===== src/rtl/neural_layer_sequencer.sv =====
// Sequencer for one fully-connected layer: per neuron it clears the MAC, streams N_IN
// input/weight reads, drains the read pipeline, pulses activation and writes the result.
module neural_layer_sequencer #(
  parameter int N_IN   = 4,
  parameter int N_OUT  = 3,
  parameter int IN_AW  = 2,
  parameter int OUT_AW = 2,
  parameter int W_AW   = 4
) (
  input  logic              clk,
  input  logic              reset,
  input  logic              start,
  input  logic              abort,
  output logic              busy,
  output logic              done,
  output logic              rd_en,
  output logic [IN_AW-1:0]  in_addr,
  output logic [W_AW-1:0]   w_addr,
  output logic              mac_clr,
  output logic              mac_en,
  output logic              act_en,
  output logic              out_we,
  output logic [OUT_AW-1:0] out_addr
);

  typedef enum logic [2:0] {
    S_IDLE  = 3'd0,
    S_CLR   = 3'd1,
    S_ACC   = 3'd2,
    S_DRAIN = 3'd3,
    S_ACT   = 3'd4,
    S_WRITE = 3'd5,
    S_DONE  = 3'd6
  } state_t;

  localparam logic [IN_AW-1:0]  I_LAST = IN_AW'(N_IN - 1);
  localparam logic [OUT_AW-1:0] J_LAST = OUT_AW'(N_OUT - 1);

  state_t             state_r;
  logic [IN_AW-1:0]   i_r;
  logic [OUT_AW-1:0]  j_r;
  logic [W_AW-1:0]    wcnt_r;

  assign in_addr = i_r;

  // FSM with registered outputs: each transition loads the outputs of the state being entered.
  always_ff @(posedge clk or posedge reset) begin
    if (reset) begin
      state_r  <= S_IDLE;
      i_r      <= {IN_AW{1'b0}};
      j_r      <= {OUT_AW{1'b0}};
      wcnt_r   <= {W_AW{1'b0}};
      busy     <= 1'b0;
      done     <= 1'b0;
      rd_en    <= 1'b0;
      w_addr   <= {W_AW{1'b0}};
      mac_clr  <= 1'b0;
      mac_en   <= 1'b0;
      act_en   <= 1'b0;
      out_we   <= 1'b0;
      out_addr <= {OUT_AW{1'b0}};
    end else begin
      mac_clr <= 1'b0;
      rd_en   <= 1'b0;
      act_en  <= 1'b0;
      out_we  <= 1'b0;
      done    <= 1'b0;
      // read data returns one cycle after the strobe
      mac_en  <= rd_en;
      if (abort) begin
        state_r <= S_IDLE;
        busy    <= 1'b0;
        mac_en  <= 1'b0;
      end else begin
        case (state_r)
          S_IDLE: begin
            if (start) begin
              state_r <= S_CLR;
              busy    <= 1'b1;
              mac_clr <= 1'b1;
              j_r     <= {OUT_AW{1'b0}};
              wcnt_r  <= {W_AW{1'b0}};
            end else begin
              busy <= 1'b0;
            end
          end
          S_CLR: begin
            state_r <= S_ACC;
            rd_en   <= 1'b1;
            i_r     <= {IN_AW{1'b0}};
            w_addr  <= wcnt_r;
            wcnt_r  <= wcnt_r + W_AW'(1);
          end
          S_ACC: begin
            if (i_r == I_LAST) begin
              state_r <= S_DRAIN;
            end else begin
              rd_en  <= 1'b1;
              i_r    <= i_r + IN_AW'(1);
              w_addr <= wcnt_r;
              wcnt_r <= wcnt_r + W_AW'(1);
            end
          end
          S_DRAIN: begin
            state_r <= S_ACT;
            act_en  <= 1'b1;
          end
          S_ACT: begin
            state_r  <= S_WRITE;
            out_we   <= 1'b1;
            out_addr <= j_r;
          end
          S_WRITE: begin
            if (j_r == J_LAST) begin
              state_r <= S_DONE;
              done    <= 1'b1;
            end else begin
              state_r <= S_CLR;
              mac_clr <= 1'b1;
              j_r     <= j_r + OUT_AW'(1);
            end
          end
          S_DONE: begin
            state_r <= S_IDLE;
            busy    <= 1'b0;
          end
          default: begin
            state_r <= S_IDLE;
            busy    <= 1'b0;
          end
        endcase
      end
    end
  end

endmodule


===== config.mk =====
export PLATFORM = sky130hd
export DESIGN_NAME = neural_layer_sequencer
export DESIGN_NICKNAME = d
export VERILOG_FILES = /design/src/rtl/neural_layer_sequencer.sv
export SDC_FILE = /design/constraint.sdc
export NUM_CORES = 1
export LEC_CHECK = 0
export ABC_AREA = 1
export BUFFER_PORTS_ARGS = -buffer_cell sky130_fd_sc_hd__buf_2
export CAP_MARGIN = 25
export CORE_MARGIN = 10
export CORE_UTILIZATION = 54
export CTS_CLUSTER_SIZE = 12
export DETAILED_ROUTE_END_ITERATION = 16
export PLACE_DENSITY = 0.77
export SKIP_LAST_GASP = 1
export SLEW_MARGIN = 10
export SYNTH_ARGS = -nofsm -noshare
export SYNTH_HDL_FRONTEND = slang
export SYNTH_SLANG_ARGS = --single-unit

===== constraint.sdc =====
create_clock -name clk -period 1.4 [get_ports clk]
set_input_delay 0.07 -clock clk [delete_from_list [all_inputs] [get_ports clk]]
set_output_delay 0.07 -clock clk [all_outputs]
set_load 0.05 [all_outputs]

==> metrics.yaml <==
cp_slowest_cell: "dfrtp_1"
synthTopCellsByArea: "dfrtp_1 (53%), nand2_1 (16%), nand3_1 (3.5%)"
routed-via-count: 924
finalWorstPathRequiredPeriod_ps: 1292
fp.dieW_um: 65.77
holdWs_ps: 38.48
syn_to_final_growth_pct: 16.81
syn_area_per_cell_um2: 8.504
yosys.area_share.simple: 0.3208
netlist-cell-type-count: 23
overflow: 0
track_usage: 0.1197
setup_total_negative_slack_ps: 0
diodes: 0
drive_gt1_frac: 0.2722
hold_class: "in -> reg"
dieArea_um2: 4325
synth_ff_type: "dfrtp_1"
cts-root-buf: "clkbuf_4"
port_buffers: 18
grt_use_met1: 0.1542
cts_tree: "built"
detail_route.wl_per_cell_um: 12.64
synth_top_family_by_area: "simple AND/OR/NAND/NOR gates"
p_total_uw: 2472
cp-end-kind: "flop"
yosysTopAreaCell: "dfrtp_1"
synth_edf_count: 0
ys_seq_elements: 24
synth_area_um2: 1131
path_depth: 7
status: "finished clean"
synthesis.nets: 140
hold_depth: 2
vias_per_cell: 4.995
ys_seq_area_frac: 0.5310
yosysWarnings: 0
rows: 16
grtUsageMet3: 0.03729
antenna_found_initial: 0
place_area_um2: 1247
max_freq_mhz: 773.7
reg2reg_depth: 7
h-tree-depth: 1
cp-startpoint: "state_r[2]"
rsz0062_at_grt: "no"
synth_xor_area_frac: 0.007743
critPathMaxFanout: 7
drcViolationCount: 0
synthArstFlopShare: 1.000
path_delay_family: "simple AND/OR/NAND/NOR gates"
cp_data_arrival_time_ps: 1550
clockBufferDepth: 2
worstPathRequired_ps: 1660
grt_max_degree: 25
numCtsBuffers: 3
yosysMostFrequentCell: "nand2_1"
hpwl_um: 1714
p_leak_uw: 0.0007545
nFillCells: 166
fin_nets: 166
start_util: 0.5707
path_buf_inv: 2
maxCapViolCount: 0
regToRegStartpoint: "state_r[2]"
synth_top_area_frac: 0.5310
skew_ps: 4.860
dr.first_iter.drc_count: 58
die_h_um: 65.77
ioPinCount: 19
core-area_um2: 1982
muxShareOfSynthArea: 0
max_stage_delay_ps: 480
synthTopCellsByCount: "nand2_1 (49), dfrtp_1 (24), inv_1 (10)"
final_max_slew_viol_count: 0
grt_pass1_wl_um: 4112
start_kind: "flop"
finalHoldViolCount: 0
grt.busiest_layer: "met2"
crit_chain: "inv_2 -> nand3_2 -> nand2_2 -> inv_2 -> nor2_4 -> nand2_1 -> nand2_1"
gp_congestion: 0.8944
crit_type: "reg -> reg"
cts.clk_slew.worst_paths_ps: 130
synthAdderAreaFrac: 0.03319
timing.final.crit_share: 0.9232
use_met2: 0.1763
clock_latency_ps: 310
synth_compound_area_frac: 0.03872
drt-total-wl_um: 2338
tightest_slew_ps: 301.4
grt_pass1_vias: 928
relSlewSlack: 0.7990
min-delay-start: "abort"
setup_viol: 0
clkSinkCount: 24
dr.pass1.iters: 4
antenna_left: 0
syn_inst: 133
irDropWorstVdd_mv: 0.9861
fin_area_um2: 1321
power_density_nw_per_um2: 1871
layout by cell type (no fill, tap or decap), drive strengths merged:
| master | instances |
|---|---|
| nand2 | 52 |
| dfrtp | 24 |
| buf | 22 |
| inv | 15 |
| nor2 | 13 |
| nand3 | 10 |
| clkbuf | 4 |
| nand4 | 3 |
| a21oi | 3 |
| o21ai | 3 |
| ha | 3 |
| clkinv | 1 |
| a31oi | 1 |
| o21a | 1 |
| xor2 | 1 |
| nand3b | 1 |
| dlygate4sd3 | 1 |
cells by family after synthesis:
group	count (synthesis)
flip-flops	24
adder cells (fa/ha/maj)	3
buffers and inverters	18
XOR/XNOR	1
AO/OA/AOI/OAI	8
AND/OR/NAND/NOR	79
layout make-up:
| type | count | area [um^2] | share of cell area |
|---|---|---|---|
| sequential | 24 | 603.1 | 0.4564 |
| multi-input combinational | 91 | 455.4 | 0.3447 |
| timing repair buffer | 23 | 130.1 | 0.09848 |
| inverter | 16 | 62.56 | 0.04735 |
| clock buffer | 4 | 36.28 | 0.02746 |
| tap | 27 | 33.78 | 0.02557 |
sequential cells by signal (all words and copies together), names as in the netlist, 2 cells and up:
signal    count
j_r           2
state_r       3
out_addr      2
wcnt_r        4
w_addr        4
in_addr       2
repair_timing:
action,in CTS,in global routing
hold buffers,1,0
setup buffers,0,3
gates resized for setup,0,3
endpoints found under the hold margin,24,0
setup endpoints to repair,0,12
power breakdown:
part / total, uW / switching [uW] / internal, uW / leakage [uW]
sequential: 976 / 131 / 845 / 0.000322
clock: 366 / 207 / 159 / 0.0000210
combinational: 1130 / 814 / 316 / 0.000412
total: 2470 / 1150 / 1320 / 0.000754
stage by stage:
stage | instances | setup slack [ps] | util
finish | 185 | 107.6 | 0.6667
CTS | 182 | 55.67 | 0.6528
detailed placement | 177 | 88.07 | 0.6294
global route | 185 | 2.293 | 0.6667
global placement | 177 | 128.8 | 0.6294
floorplan | 133 | 18.25 | -
final timing paths:
kind	end	slack [ps]
setup / recovery	w_addr[0]	110
max in group asynchronous	state_r[1]	840
hold / removal	act_en	40
setup reg to reg	w_addr[0]	110
hold reg to reg	w_addr[3]	480
min in group asynchronous	busy	320
layer usage:
layer | share of wire | wire length, um
met1 | 0.43 | 1014
met4 | 0.015 | 34
met2 | 0.47 | 1101
met3 | 0.080 | 187
met5 | 0 | 0
(Power assumes the default switching activity.)
